`src/rtl/prewish_pkg.sv`:
```
// Shared types, mask table and default parameters for the prewish blinky controller.
package prewish_pkg;

  localparam int MASK_W               = 8;
  localparam int IDX_W                = 2;
  localparam int MASK_CNT             = 4;
  localparam int RST_CNT_W            = 8;
  localparam int NEWMASK_CLK_BITS_DEF = 26;
  localparam int RESET_CYCLES_DEF     = 16;

  typedef logic [MASK_W-1:0] mask_t;
  typedef logic [IDX_W-1:0]  mask_idx_t;

  localparam mask_t MASK_TABLE [MASK_CNT] = '{8'hA8, 8'hCA, 8'hF0, 8'h81};

  function automatic mask_t mask_lookup(input mask_idx_t idx);
    return MASK_TABLE[idx];
  endfunction

endpackage

```
`src/rtl/prewish_if.sv`:
```
// Mask-load bus between the mask loader (master) and the LED shifter (slave).
interface prewish_if;
  import prewish_pkg::*;

  logic  strobe;
  mask_t mask;
  logic  led;

  modport master (output strobe, output mask, input led);
  modport slave  (input strobe, input mask, output led);

endinterface

```
`src/rtl/prewish_blinky.sv`:
```
// LED shifter: loads an 8-bit mask on strobe and plays it MSB first,
// one bit every 2^BLINK_CLK_BITS cycles, rotating so the pattern repeats.
module prewish_blinky
  import prewish_pkg::*;
#(
  parameter int BLINK_CLK_BITS = NEWMASK_CLK_BITS_DEF - 3
) (
  input  logic      clk_i,
  input  logic      rst_ni,
  input  logic      srst_i,
  prewish_if.slave  bus
);

  localparam logic [BLINK_CLK_BITS-1:0] BCNT_MAX = {BLINK_CLK_BITS{1'b1}};
  localparam logic [BLINK_CLK_BITS-1:0] BCNT_ONE = BLINK_CLK_BITS'(1);

  mask_t                     shift_q, shift_d;
  logic [BLINK_CLK_BITS-1:0] bcnt_q, bcnt_d;
  logic                      led_q, led_d;
  logic                      bit_end_s;

  // A new strobe wins over a rotate that falls on the same cycle.
  always_comb begin
    bit_end_s = (bcnt_q == BCNT_MAX);
    shift_d   = shift_q;
    bcnt_d    = bcnt_q + BCNT_ONE;
    led_d     = shift_q[MASK_W-1];
    if (srst_i) begin
      shift_d = {MASK_W{1'b0}};
      bcnt_d  = {BLINK_CLK_BITS{1'b0}};
      led_d   = 1'b0;
    end else if (bus.strobe) begin
      shift_d = bus.mask;
      bcnt_d  = {BLINK_CLK_BITS{1'b0}};
    end else if (bit_end_s) begin
      shift_d = {shift_q[MASK_W-2:0], shift_q[MASK_W-1]};
    end else begin
      shift_d = shift_q;
    end
  end

  always_ff @(posedge clk_i or negedge rst_ni) begin
    if (!rst_ni) begin
      shift_q <= {MASK_W{1'b0}};
      bcnt_q  <= {BLINK_CLK_BITS{1'b0}};
      led_q   <= 1'b0;
    end else begin
      shift_q <= shift_d;
      bcnt_q  <= bcnt_d;
      led_q   <= led_d;
    end
  end

  assign bus.led = led_q;

endmodule

```
`src/rtl/prewish_controller.sv`:
```
// Prewish blinky top: clock buffer, reset generator and periodic mask loader.
// Define PREWISH_LED_INVERT_EN for an active-low LED. All reset values are zero, so power-up matches a reset release.
module prewish_controller
  import prewish_pkg::*;
#(
  parameter int NEWMASK_CLK_BITS = NEWMASK_CLK_BITS_DEF,
  parameter int RESET_CYCLES     = RESET_CYCLES_DEF
) (
  input  logic i_clk,
  input  logic i_rst_n,
  output logic CLK_O,
  output logic RST_O,
  output logic o_led
);

  localparam int BLINK_CLK_BITS = NEWMASK_CLK_BITS - 3;

  localparam logic [RST_CNT_W-1:0]        RST_TARGET = RST_CNT_W'(RESET_CYCLES);
  localparam logic [RST_CNT_W-1:0]        RST_ONE    = RST_CNT_W'(1);
  localparam logic [NEWMASK_CLK_BITS-1:0] NM_MAX     = {NEWMASK_CLK_BITS{1'b1}};
  localparam logic [NEWMASK_CLK_BITS-1:0] NM_ONE     = NEWMASK_CLK_BITS'(1);
  localparam mask_idx_t                   IDX_ONE    = IDX_W'(1);

  localparam logic [0:0] LD_FIRST = 1'b0;
  localparam logic [0:0] LD_RUN   = 1'b1;

  logic clk_s;
  logic srst_s;

  // Zero-delay stand-in for the SB_GB global buffer.
  assign clk_s = i_clk;
  assign CLK_O = clk_s;

  logic                 sync1_q, sync2_q;
  logic [RST_CNT_W-1:0] rcnt_q, rcnt_d;
  logic                 rst_done_q, rst_done_d;

  // Two-flop synchronizer on the reset release.
  always_ff @(posedge clk_s or negedge i_rst_n) begin
    if (!i_rst_n) begin
      sync1_q <= 1'b0;
      sync2_q <= 1'b0;
    end else begin
      sync1_q <= 1'b1;
      sync2_q <= sync1_q;
    end
  end

  // Release counter; done rises on the same edge the count reaches its target.
  always_comb begin
    rcnt_d = rcnt_q;
    if (!sync2_q) begin
      rcnt_d = {RST_CNT_W{1'b0}};
    end else if (rcnt_q != RST_TARGET) begin
      rcnt_d = rcnt_q + RST_ONE;
    end else begin
      rcnt_d = rcnt_q;
    end
    rst_done_d = (rcnt_d == RST_TARGET);
  end

  always_ff @(posedge clk_s or negedge i_rst_n) begin
    if (!i_rst_n) begin
      rcnt_q     <= {RST_CNT_W{1'b0}};
      rst_done_q <= 1'b0;
    end else begin
      rcnt_q     <= rcnt_d;
      rst_done_q <= rst_done_d;
    end
  end

  assign srst_s = ~rst_done_q;
  assign RST_O  = srst_s;

  logic [0:0]                  ld_state_q, ld_state_d;
  mask_idx_t                   idx_q, idx_d;
  logic [NEWMASK_CLK_BITS-1:0] nm_cnt_q, nm_cnt_d;
  logic                        wrap_s;
  logic                        strobe_s;
  mask_t                       mask_s;

  // Loader: table[0] on the first free cycle, then the next entry on every counter wrap.
  always_comb begin
    ld_state_d = ld_state_q;
    idx_d      = idx_q;
    nm_cnt_d   = nm_cnt_q;
    strobe_s   = 1'b0;
    mask_s     = mask_lookup(idx_q);
    wrap_s     = (nm_cnt_q == NM_MAX);
    if (srst_s) begin
      ld_state_d = LD_FIRST;
      idx_d      = {IDX_W{1'b0}};
      nm_cnt_d   = {NEWMASK_CLK_BITS{1'b0}};
    end else begin
      case (ld_state_q)
        LD_FIRST: begin
          strobe_s   = 1'b1;
          mask_s     = mask_lookup({IDX_W{1'b0}});
          ld_state_d = LD_RUN;
          nm_cnt_d   = {NEWMASK_CLK_BITS{1'b0}};
        end
        LD_RUN: begin
          nm_cnt_d = nm_cnt_q + NM_ONE;
          if (wrap_s) begin
            idx_d    = idx_q + IDX_ONE;
            strobe_s = 1'b1;
            mask_s   = mask_lookup(idx_d);
          end else begin
            strobe_s = 1'b0;
          end
        end
        default: begin
          ld_state_d = LD_FIRST;
        end
      endcase
    end
  end

  always_ff @(posedge clk_s or negedge i_rst_n) begin
    if (!i_rst_n) begin
      ld_state_q <= LD_FIRST;
      idx_q      <= {IDX_W{1'b0}};
      nm_cnt_q   <= {NEWMASK_CLK_BITS{1'b0}};
    end else begin
      ld_state_q <= ld_state_d;
      idx_q      <= idx_d;
      nm_cnt_q   <= nm_cnt_d;
    end
  end

  prewish_if blink_bus ();

  assign blink_bus.strobe = strobe_s;
  assign blink_bus.mask   = mask_s;

  prewish_blinky #(
    .BLINK_CLK_BITS (BLINK_CLK_BITS)
  ) u_blinky (
    .clk_i  (clk_s),
    .rst_ni (i_rst_n),
    .srst_i (srst_s),
    .bus    (blink_bus)
  );

`ifdef PREWISH_LED_INVERT_EN
  assign o_led = ~blink_bus.led;
`else
  assign o_led = blink_bus.led;
`endif

endmodule

```
`config.mk`:
```
export PLATFORM = sky130hd
export DESIGN_NAME = prewish_controller
export DESIGN_NICKNAME = d
export VERILOG_FILES = /design/src/rtl/prewish_pkg.sv /design/src/rtl/prewish_if.sv /design/src/rtl/prewish_blinky.sv /design/src/rtl/prewish_controller.sv
export SDC_FILE = /design/constraint.sdc
export NUM_CORES = 1
export LEC_CHECK = 0
export BUFFER_PORTS_ARGS = -buffer_cell sky130_fd_sc_hd__buf_2
export CORE_MARGIN = 2
export CORE_UTILIZATION = 56
export CTS_CLUSTER_SIZE = 30
export DETAILED_ROUTE_END_ITERATION = 6
export GPL_ROUTABILITY_DRIVEN = 0
export PLACE_DENSITY = 0.73
export SETUP_SLACK_MARGIN = 0.1
export SLEW_MARGIN = 20
export SYNTH_ARGS = -nofsm -noshare
export SYNTH_HDL_FRONTEND = slang
export SYNTH_SLANG_ARGS = --single-unit
export TNS_END_PERCENT = 5
```
`constraint.sdc`:
```
create_clock -name i_clk -period 1.7 [get_ports i_clk]
set_input_delay 0.085 -clock i_clk [delete_from_list [all_inputs] [get_ports i_clk]]
set_output_delay 0.085 -clock i_clk [all_outputs]
set_load 0.005 [all_outputs]
```
==> results by group, run 1 <==
Critical path
  • Worst setup SP type: register
  • Highest cell delay on the worst timing path: 0.37 ns
  • CP endpoint kind: register
  • Count of buffering cells on the critical path with inverters included: 2
  • Required @ worst endpoint: 2.03 ns
  • CP top delay family: simple AND/OR/NAND/NOR gates
  • Kind of critical path: register to register
  • CP dominant cell by count: buf_4
  • Terminus of the critical flop-to-flop path: u_blinky.shift_q[4]$_DFFE_PN0P_
  • Crit path arrival time: 2.03 ns
  • Slowest CP cell: dfrtp_1
  • Worst reg-to-reg path cell count: 8
  • Cell-by-cell listing of the critical path: ha_2, nand2_2, nor3_2, and4_4, buf_4, buf_4, mux2i_1, a21oi_1
  • Worst r2r src: u_blinky.bcnt_q[0]$_DFF_PN0_
  • Largest fanout on the critical path: 3
  • R2R Setup Slk: 0.001 ns

Clocking
  • Worst-skew pair later-pin latency: 0.44 ns
  • Clock slew seen by the registers of the worst setup and hold paths: 0.08 ns
  • CTS tree: yes

Logic synthesis
  • Count of mapped cells out of synthesis: 349
  • Most common cell in the synthesized netlist: dfrtp_1
  • Prevailing post-synth register cell: dfrtp_1
  • Cell type contributing the most total cell area after synthesis: dfrtp_1
  • Most used standard cells in the synthesized netlist: dfrtp_1, nor2_1, xor2_1, nand2_1, nand3_1
  • EDFF count, synth: 0
  • Asr flop ratio synth: 1.000
  • Netlist area before placement: 3527 um^2
  • Yosys synthesis warning count: 0
  • Number of distinct library cells after synthesis: 41
  • Synthesized Nets: 358
  • Average footprint of a synthesized cell: 10.11 um^2
  • Portion of synthesized cell area occupied by the leading cell type: 0.5108
  • Number of storage elements in the synthesis netlist: 72
  • Top post-synthesis cells by area: dfrtp_1, xor2_1, nor2_1
  • Sequential fraction of the synthesis area: 0.5108

Placed design
  • Standard cell area after detailed placement: 3963 um^2
  • Placed cell count: 461
  • Setup slack after placement: -0.005952 ns
  • Detailed placer's ending HPWL: 4.473 mm
  • Number of port buffers: 4

Global route
  • Via count of the first global-routing pass: 2629
  • Met1 capacity usage during global routing: 0.2859
  • Antenna violations before repair: 0
  • Global-route track usage on met2: 0.3387
  • Global-route met3 utilization: 0.05865
  • Wire length of the first global-routing pass: 11.96 mm
  • Highest-utilization routing layer at the global route stage: met2
  • Total overflow reported by the global router: 0
  • Overall Global Routing Usage: 0.2172
  • Largest net degree at the start of global routing: 33

STA
  • Time the final worst path needs with I/O delays and setup: 1.699 ns
  • Final setup vio count: 0
  • Number of max-slew violations in the final report: 0
  • Final hold viol count: 0
  • Rel. slew slack: 0.6053
  • Smallest setup slack after layout: 0.001176 ns
  • Final Hold Slack: 0.1713 ns
  • Transition time at the pin with the least slew margin: 0.5920 ns
  • Setup repair after global routing missed its margin: yes
  • Max Clock Skew: 0.009482 ns
  • Tcrit/Tclk final: 0.9993
  • Setup TNS after final layout: 0 ns
  • Achievable clock frequency: 588.6 MHz

Floorplan
  • Core footprint: 5991 um^2
  • Starting density of the core: 0.5888
  • Std-Cell Rows: 28
  • Total die area: 6949 um^2
  • Die extent in y: 83.36 um
  • Horizontal extent of the die: 83.36 um
  • Io pins: 5

Routing
  • Wirelength per Cell: 14.05 um
  • Overall routed net length: 6.854 mm
  • Vias per cell: 5.422
  • Post-route DRC: 0
  • Detailed Routing Iterations Pass 1: 4
  • Number of violations reported at the end of detailed-routing iteration 0: 106
  • Number of vias in the routed layout: 2646
  • Remaining number of nets flagged by the antenna check after routing: 0

Power and ir drop
  • Leakage component of the power: 1.827 nW
  • Worst IR Drop VDD: 0.7261 mV
  • Power per Cell Area: 746.8 nW/um^2
  • Total power: 3.262 mW

Final layout
  • Final antenna diode count: 0
  • Design area: 4368 um^2
  • Final core utilization: 0.7291
  • Area overhead of the layout relative to synthesis: 23.84%
  • Share of layout cells above drive strength 1: 0.2639
  • Non-filler cells, final: 488
  • Net count of the finished layout: 417

Job
  • Max-cap violations: 0

Status
  • Status: complete, no violations

Min path
  • Worst hold-check path type: input port to asynchronous set/reset pin
-- logic make-up (layout without fill, tap and decap cells) --
kind of cell	Yosys count	count (layout)	synth area share
AND/OR/NAND/NOR	166	166	0.2433
buffers and inverters	23	87	0.03264
XOR/XNOR	49	49	0.1217
multiplexers	9	9	0.02554
adder cells (fa/ha/maj)	7	7	0.02483
other	1	1	0.001063
flip-flops	72	72	0.5108
AO/OA/AOI/OAI	22	22	0.04008
-- per-layer routing --
| metal | routed length, um | share of wire | up-vias |
|---|---|---|---|
| met5 | 0 | 0 | - |
| met1 | 3165 | 0.46 | 1296 |
| li1 | - | - | 1302 |
| met2 | 3378 | 0.49 | 34 |
| met3 | 173 | 0.025 | 14 |
| met4 | 137 | 0.020 | 0 |
-- worst max path at each step --
stage                                      start                              end  slack [ns]  cells after the start
global route        u_blinky.bcnt_q[5]$_DFF_PN0_    u_blinky.bcnt_q[21]$_DFF_PN0_       -0.12                      7
CTS                        nm_cnt_q[8]$_DFF_PN0_  u_blinky.shift_q[5]$_DFFE_PN0P_        0.03                      4
finish              u_blinky.bcnt_q[0]$_DFF_PN0_  u_blinky.shift_q[4]$_DFFE_PN0P_       0.001                      8
floorplan                  nm_cnt_q[0]$_DFF_PN0_  u_blinky.shift_q[5]$_DFFE_PN0P_       -0.07                      5
global placement             rcnt_q[0]$_DFF_PN0_             rst_done_q$_DFF_PN0_        0.04                      5
detailed placement           rcnt_q[0]$_DFF_PN0_             rst_done_q$_DFF_PN0_      -0.006                      5
-- layout make-up --
cell class / instances / area, um^2
Timing Repair Buffer: 56 / 456.7
Tap cell: 75 / 93.84
Sequential cell: 72 / 1802
Clock buffer: 15 / 197.7
Inverter: 11 / 41.29
Clock inverter: 5 / 31.28
Multi-Input combinational cell: 254 / 1745
Fill cell: 415 / 1623
-- state kept, by name (all words and copies together) (netlist names) --
register,count
nm_cnt_q,26
u_blinky.bcnt_q,23
rcnt_q,8
u_blinky.shift_q,8
idx_q,2
ld_state_q,1
rst_done_q,1
sync1_q,1
sync2_q,1
u_blinky.bus.led,1
-- what timing repair did --
action | 4_1_cts | 5_1_grt
cloned | 0 | 0
endpoints found under the setup margin | 41 | 50
pin swaps | 7 | 12
hold endpoints to repair | 21 | 0
hold buffers | 1 | 0
gates resized for setup | 7 | 25
buffers inserted | 6 | 1
-- cells in the final DEF, fill, tap and decap left out, types with 5 or more instances in the layout --
cell / synthesis / layout
inv_1: 11 / 11
and4_1: 7 / 6
xor2_1: 32 / 31
and3_1: 5 / 5
dfrtp_1: 72 / 72
nor3_1: 7 / 5
nor2_1: 61 / 54
nand3_1: 19 / 18
a21oi_1: 7 / 7
nand2_1: 29 / 26
nor2_4: 0 / 5
buf_4: 3 / 48
xnor2_1: 17 / 17
mux2i_1: 9 / 8
clkbuf_8: 0 / 14
nand4_1: 15 / 15
-- report_power, final --
group / leakage, nW / switching (mW) / internal (mW)
clock: 0.121 / 0.663 / 0.769
combinational: 0.707 / 0.0631 / 0.0390
sequential: 0.999 / 0.00818 / 1.72
No activity file was read; power rests on OpenSTA's default activity.
==> run 2: changes to the inputs <==
==> constraint.sdc (replaced) <==
create_clock -name i_clk -period 1.45 [get_ports i_clk]
set_input_delay 0.0725 -clock i_clk [delete_from_list [all_inputs] [get_ports i_clk]]
set_output_delay 0.0725 -clock i_clk [all_outputs]
set_load 0.005 [all_outputs]
==> run 2 against run 1 <==
Against the previous run:
- the flow now finishes with violations (negative setup slack)
- maximum frequency is 1.7% lower
- cell count is 6.1% higher
- die area stayed put
- sequential cell count stayed put
- critical path depth is 1 lower
- clock power is 41% higher
==> results by group, run 2 (synthesized netlist as in run 1, its figures left out) <==
Final layout
  • Fill cell count: 386 (-7.0%)
  • FF/Latch Area: 1802 um^2 (unchanged)
  • Share of layout cells above drive strength 1: 0.3160 (+0.05210)
  • Multi-input gate area: 1763 um^2 (+1.0%)
  • Net count of the finished layout: 447 (+7.2%)
  • Top reg by flops: nm_cnt_q
  • Top library cells by usage in the layout, fill and taps aside: dfrtp_1, buf_4, nor2_1, xor2_1, nand2_1
  • Area overhead of the layout relative to synthesis: 32.71%
  • Final core utilization: 0.7813 (+0.05221)
  • Final antenna diode count: 0 (unchanged)
  • Max FFs per register: 26 (unchanged)
  • Largest registers ranked by flip-flop count: nm_cnt_q: 26 flops, u_blinky.bcnt_q: 23 flops

Routing
  • Post-route DRC: 0 (unchanged)
  • Wirelength per Cell: 14.92 um (+6.2%)
  • Detailed Routing Iterations Pass 1: 5 (+1)
  • Number of vias in the routed layout: 2831 (+7.0%)
  • Vias per cell: 5.465 (+0.80%)
  • Overall routed net length: 7.730 mm (+13%)
  • Remaining number of nets flagged by the antenna check after routing: 0 (unchanged)
  • Number of violations reported at the end of detailed-routing iteration 0: 167 (+58%)

STA
  • Smallest setup slack after layout: -0.2783 ns (-0.2794 ns)
  • Max Clock Skew: 0.004619 ns (-0.004863 ns)
  • Achievable clock frequency: 578.6 MHz (-1.7%)
  • Time the final worst path needs with I/O delays and setup: 1.728 ns (+0.02944 ns)
  • Tcrit/Tclk final: 1.192 (+0.1926)
  • Setup repair after global routing missed its margin: yes
  • Number of max-slew violations in the final report: 0 (unchanged)
  • Final Hold Slack: 0.06662 ns (-0.1047 ns)
  • Final setup vio count: 48 (+48)
  • Final hold viol count: 0 (unchanged)

Critical path
  • Slowest CP cell: nor4_1
  • Required @ worst endpoint: 1.80 ns (-0.23 ns)
  • Critical Path Stages: 7 (-1)
  • Worst setup SP type: register
  • R2R Setup Slk: -0.28 ns (-0.28 ns)
  • Kind of critical path: register to register
  • CP dominant cell by count: buf_4
  • Worst r2r src: u_blinky.bcnt_q[5]$_DFF_PN0_
  • End point of the critical path: u_blinky.bcnt_q[22]$_DFF_PN0_
  • Terminus of the critical flop-to-flop path: u_blinky.bcnt_q[22]$_DFF_PN0_
  • CP endpoint kind: register
  • Worst reg-to-reg path cell count: 7 (-1)
  • Startpoint of the worst setup timing path: u_blinky.bcnt_q[5]$_DFF_PN0_
  • CP top delay family: simple AND/OR/NAND/NOR gates
  • Crit path arrival time: 2.08 ns (+0.05 ns)
  • Highest cell delay on the worst timing path: 0.36 ns (about the same)
  • Cell-by-cell listing of the critical path: nand4_1, buf_4, nor4_1, buf_4, nand3_1, xnor2_1, nor2_1
  • Largest fanout on the critical path: 4 (+1)
  • Count of buffering cells on the critical path with inverters included: 2 (unchanged)

Floorplan
  • Horizontal extent of the die: 83.36 um (unchanged)
  • Starting density of the core: 0.5888 (unchanged)
  • Total die area: 6949 um^2 (unchanged)
  • Die extent in y: 83.36 um (unchanged)
  • Core footprint: 5991 um^2 (unchanged)
  • Std-Cell Rows: 28 (unchanged)
  • Io pins: 5 (unchanged)

Global route
  • Via count of the first global-routing pass: 2811 (+6.9%)
  • Total overflow reported by the global router: 0 (unchanged)
  • Antenna violations before repair: 0 (unchanged)
  • Largest net degree at the start of global routing: 58 (+76%)
  • Overall Global Routing Usage: 0.2318 (+0.01459)
  • Wire length of the first global-routing pass: 12.76 mm (+6.7%)

Power and ir drop
  • Total power: 4.172 mW (+28%)
  • Power per Cell Area: 891.3 nW/um^2 (+19%)
  • Switching portion of total power: 0.2141 (-0.01102)
  • Switching component of the power: 0.8932 mW (+22%)
  • Combinational Power Share: 0.033 (+0.002)
  • Share of power burned in registers: 0.486 (-0.044)
  • Leakage component of the power: 2.031 nW (+11%)
  • Internal Dissipation: 3.279 mW (+30%)
  • Worst IR Drop VDD: 0.9609 mV (+32%)
  • Clk network pwr share: 0.481 (+0.042)

Clocking
  • CTS tree: yes
  • Worst-skew pair later-pin latency: 0.46 ns (+0.02 ns)
  • Clock slew seen by the registers of the worst setup and hold paths: 0.07 ns (about the same)

Placed design
  • Number of port buffers: 4 (unchanged)
  • Setup slack after placement: -0.2785 ns (-0.2725 ns)
  • Detailed placer's ending HPWL: 4.781 mm (+6.9%)

Status
  • Status: finished with violations
  • Violations in the final reports: negative setup slack

Job
  • Max-cap violations: 0 (unchanged)

Min path
  • Worst hold-check path type: input port to asynchronous set/reset pin
[run 2: cell types whose count changed in the layout (fill, tap and decap cells not counted), moves of 5 or more]
cell / change
nor2_4: -5
buf_4: +24
buf_6: +5
nor2_1: +6
[run 2: through the flow]
step | setup TNS, ns | instances | cell area (um^2)
floorplan | -11.33 | 349 | 3548
global placement | -6.628 | 491 | 4200
detailed placement | -8.271 | 491 | 4200
CTS | -6.775 | 516 | 4607
global route | -12.16 | 518 | 4681
finish | -7.262 | 518 | 4681
[run 2: repair_timing]
item	in CTS	in global routing
buffers inserted	5	2
pin swaps	25	8
gates resized for setup	27	14
setup endpoints to repair	61	61
hold endpoints to repair	72	0
hold buffers	1	0
[run 2: worst min path at each step]
stage,start,endpoint,slack (ns),cells past startpoint
2_1_floorplan,i_rst_n,idx_q[0]$_DFFE_PN0P_,-0.22,0
3_3_place_gp,i_rst_n,u_blinky.bcnt_q[10]$_DFF_PN0_,0.007,1
3_5_place_dp,i_rst_n,u_blinky.bcnt_q[10]$_DFF_PN0_,0.01,1
4_1_cts,i_rst_n,u_blinky.bcnt_q[3]$_DFF_PN0_,0.06,2
5_1_grt,i_rst_n,u_blinky.bcnt_q[3]$_DFF_PN0_,0.11,2
6_report,i_rst_n,u_blinky.bcnt_q[7]$_DFF_PN0_,0.07,2
[run 2: final cells by class]
type                            instances  share of cell area
Tap cell                               75             0.02005
Clock buffer                           15             0.04010
Sequential cell                        72              0.3849
Inverter                               11            0.008821
Multi-Input combinational cell        254              0.3766
Timing Repair Buffer                   86              0.1524
Clock inverter                          5             0.01711
[run 2: per-layer routing]
metal	routed length, um	part of all wire	global-route usage
met4	161	0.021	0.1058
met5	0	0	0
met2	3808	0.49	0.3717
met1	3498	0.45	0.2922
met3	262	0.034	0.06561
[run 2: power groups by stage]
stage | clock (mW) | combinational, mW | sequential, mW
floorplan | 0.0447 | 0.0384 | 2.06
global placement | 0.0300 | 0.114 | 2.06
detailed placement | 0.0300 | 0.116 | 2.06
CTS | 2.05 | 0.128 | 2.02
global route | 2.12 | 0.157 | 2.03
finish | 2.01 | 0.139 | 2.03
==> run 3: changes to the inputs <==
--- a/config.mk
+++ b/config.mk
@@ -11,7 +11,7 @@
 export CTS_CLUSTER_SIZE = 30
 export DETAILED_ROUTE_END_ITERATION = 6
 export GPL_ROUTABILITY_DRIVEN = 0
-export PLACE_DENSITY = 0.73
+export PLACE_DENSITY = 0.75
 export SETUP_SLACK_MARGIN = 0.1
 export SLEW_MARGIN = 20
 export SYNTH_ARGS = -nofsm -noshare
==> run 3 against run 2 <==
Against the previous run:
- the run still ends with negative setup slack left
- sequential power is essentially flat
- critical endpoint is now rcnt_q[0]$_DFF_PN0_
- design area up 0.80%
- non-clock buffer count up 7
- clock power increased by 2%
- sequential share of layout area is 0.25 points lower
==> results by group, run 3 (synthesized netlist as in run 1, its figures left out) <==
Status
  • Status: finished with violations
  • Violations in the final reports: negative setup slack

Critical path
  • Worst reg-to-reg path cell count: 7 (unchanged)
  • Terminus of the critical flop-to-flop path: rcnt_q[0]$_DFF_PN0_
  • Highest cell delay on the worst timing path: 0.43 ns (+0.07 ns)
  • Worst setup SP type: register
  • Crit path arrival time: 2.12 ns (+0.04 ns)
  • Required @ worst endpoint: 1.79 ns (about the same)
  • CP endpoint kind: register
  • Slowest CP cell: dfrtp_1
  • Kind of critical path: register to register
  • Count of buffering cells on the critical path with inverters included: 3 (+1)
  • CP dominant cell by count: buf_4
  • Worst r2r src: rcnt_q[3]$_DFF_PN0_
  • R2R Setup Slk: -0.33 ns (-0.05 ns)
  • Largest fanout on the critical path: 3 (-1)
  • CP top delay family: simple AND/OR/NAND/NOR gates
  • Critical Path Stages: 7 (unchanged)
  • Cell-by-cell listing of the critical path: nor4_2, nand4b_1, buf_4, buf_4, buf_4, nor2_1, and3b_1

Final layout
  • Area overhead of the layout relative to synthesis: 33.77%
  • FF/Latch Area: 1804 um^2 (+0.14%)
  • Multi-input gate area: 1764 um^2 (about the same)
  • Design area: 4718 um^2 (+0.80%)
  • Share of layout cells above drive strength 1: 0.3378 (+0.02175)
  • Largest registers ranked by flip-flop count: nm_cnt_q: 26 flops, u_blinky.bcnt_q: 23 flops
  • Net count of the finished layout: 454 (+1.6%)
  • Most frequent standard cell in the layout excluding fill and tap cells: buf_4
  • Max FFs per register: 26 (unchanged)
  • Non-filler cells, final: 525 (+1.4%)
  • Final antenna diode count: 0 (unchanged)
  • Final core utilization: 0.7876 (+0.006266)
  • Top reg by flops: nm_cnt_q
  • Fill cell count: 333 (-14%)
  • Top library cells by usage in the layout, fill and taps aside: buf_4, dfrtp_1, nor2_1, xor2_1, nand2_1

Global route
  • Total overflow reported by the global router: 0 (unchanged)
  • Via count of the first global-routing pass: 3102 (+10%)
  • Met1 capacity usage during global routing: 0.3009 (+0.008710)
  • Largest net degree at the start of global routing: 73 (+26%)
  • Antenna violations before repair: 0 (unchanged)
  • Global-route track usage on met2: 0.4128 (+0.04106)
  • Global-route met3 utilization: 0.06064 (-0.004970)
  • Overall Global Routing Usage: 0.2446 (+0.01279)
  • Wire length of the first global-routing pass: 13.62 mm (+6.8%)
  • Highest-utilization routing layer at the global route stage: met2

Min path
  • Worst hold-check path type: input port to asynchronous set/reset pin

Floorplan
  • Die extent in y: 83.36 um (unchanged)
  • Total die area: 6949 um^2 (unchanged)
  • Core footprint: 5991 um^2 (unchanged)
  • Horizontal extent of the die: 83.36 um (unchanged)
  • Io pins: 5 (unchanged)
  • Std-Cell Rows: 28 (unchanged)
  • Starting density of the core: 0.5888 (unchanged)

Routing
  • Vias per cell: 5.512 (+0.86%)
  • Wirelength per Cell: 15.30 um (+2.5%)
  • Number of vias in the routed layout: 2894 (+2.2%)
  • Detailed Routing Iterations Pass 1: 4 (-1)
  • Overall routed net length: 8.033 mm (+3.9%)
  • Remaining number of nets flagged by the antenna check after routing: 0 (unchanged)
  • Post-route DRC: 0 (unchanged)
  • Number of violations reported at the end of detailed-routing iteration 0: 191 (+14%)

STA
  • Setup TNS after final layout: -7.456 ns (-0.1938 ns)
  • Tcrit/Tclk final: 1.225 (+0.03308)
  • Setup repair after global routing missed its margin: yes
  • Final setup vio count: 54 (+13%)
  • Achievable clock frequency: 563.0 MHz (-2.7%)
  • Number of max-slew violations in the final report: 0 (unchanged)
  • Smallest setup slack after layout: -0.3262 ns (-0.04796 ns)
  • Max Clock Skew: 0.009360 ns (+0.004741 ns)
  • Final hold viol count: 0 (unchanged)
  • Time the final worst path needs with I/O delays and setup: 1.776 ns (+0.04796 ns)

Placed design
  • Setup slack after placement: -0.2679 ns (+0.01057 ns)
  • Standard cell area after detailed placement: 4195 um^2 (-0.12%)
  • Number of port buffers: 4 (unchanged)
  • Detailed placer's ending HPWL: 4.863 mm (+1.7%)
  • Placed cell count: 492 (+0.20%)

Clocking
  • Worst-skew pair later-pin latency: 0.45 ns (about the same)
  • Clock slew seen by the registers of the worst setup and hold paths: 0.08 ns (about the same)
  • CTS tree: yes

Power and ir drop
  • Power per Cell Area: 898.1 nW/um^2 (+0.76%)
  • Worst IR Drop VDD: 0.7004 mV (-27%)
  • Leakage component of the power: 2.067 nW (+1.8%)

Job
  • Max-cap violations: 0 (unchanged)
-- run 3: how the worst max path moves through the flow --
| stage | startpoint | end |
|---|---|---|
| 2_1_floorplan | nm_cnt_q[0]$_DFF_PN0_ | u_blinky.shift_q[5]$_DFFE_PN0P_ |
| 3_3_place_gp | nm_cnt_q[1]$_DFF_PN0_ | u_blinky.shift_q[5]$_DFFE_PN0P_ |
| 3_5_place_dp | rcnt_q[0]$_DFF_PN0_ | rst_done_q$_DFF_PN0_ |
| 4_1_cts | u_blinky.bcnt_q[1]$_DFF_PN0_ | u_blinky.shift_q[5]$_DFFE_PN0P_ |
| 5_1_grt | rcnt_q[3]$_DFF_PN0_ | rcnt_q[0]$_DFF_PN0_ |
| 6_report | rcnt_q[3]$_DFF_PN0_ | rcnt_q[0]$_DFF_PN0_ |
-- run 3: per-layer routing --
metal,routed length [um],up-vias
li1,-,1374
met4,176,0
met5,0,-
met2,4192,71
met3,268,19
met1,3396,1430
-- run 3: tightest hold or removal path: stages --
cell	delay, ns
dlygate4sd3_1	0.52
buf_2	0.12
buf_12	0.32
-- run 3: cell type report --
type	instances	share of cell area
Sequential cell	72	0.3824
Clock inverter	6	0.01962
Multi-Input combinational cell	254	0.3739
Tap cell	75	0.01989
Clock buffer	14	0.03898
Inverter	11	0.008751
Timing Repair Buffer	93	0.1565
-- run 3: where the power goes --
part	internal, mW	switching [mW]	total (mW)
Sequential	2.02	0.0131	2.03
Combinational	0.0713	0.0896	0.161
Clock	1.21	0.833	2.05
-- run 3: per-stage QoR --
stage | hold slack [ns] | total power [mW]
6_report | 0.1707 | 4.238
5_1_grt | 0.2032 | 4.390
4_1_cts | 0.1908 | 4.255
3_5_place_dp | 0.1279 | 2.209
3_3_place_gp | 0.1274 | 2.205
2_1_floorplan | -0.2231 | 2.145
-- run 3: timing repair --
action / 4_1_cts / 5_1_grt
setup endpoints to repair: 59 / 62
endpoints found under the hold margin: 72 / 0
hold buffers: 1 / 0
resized for setup: 22 / 17
setup buffers: 11 / 2
pin swaps: 27 / 7
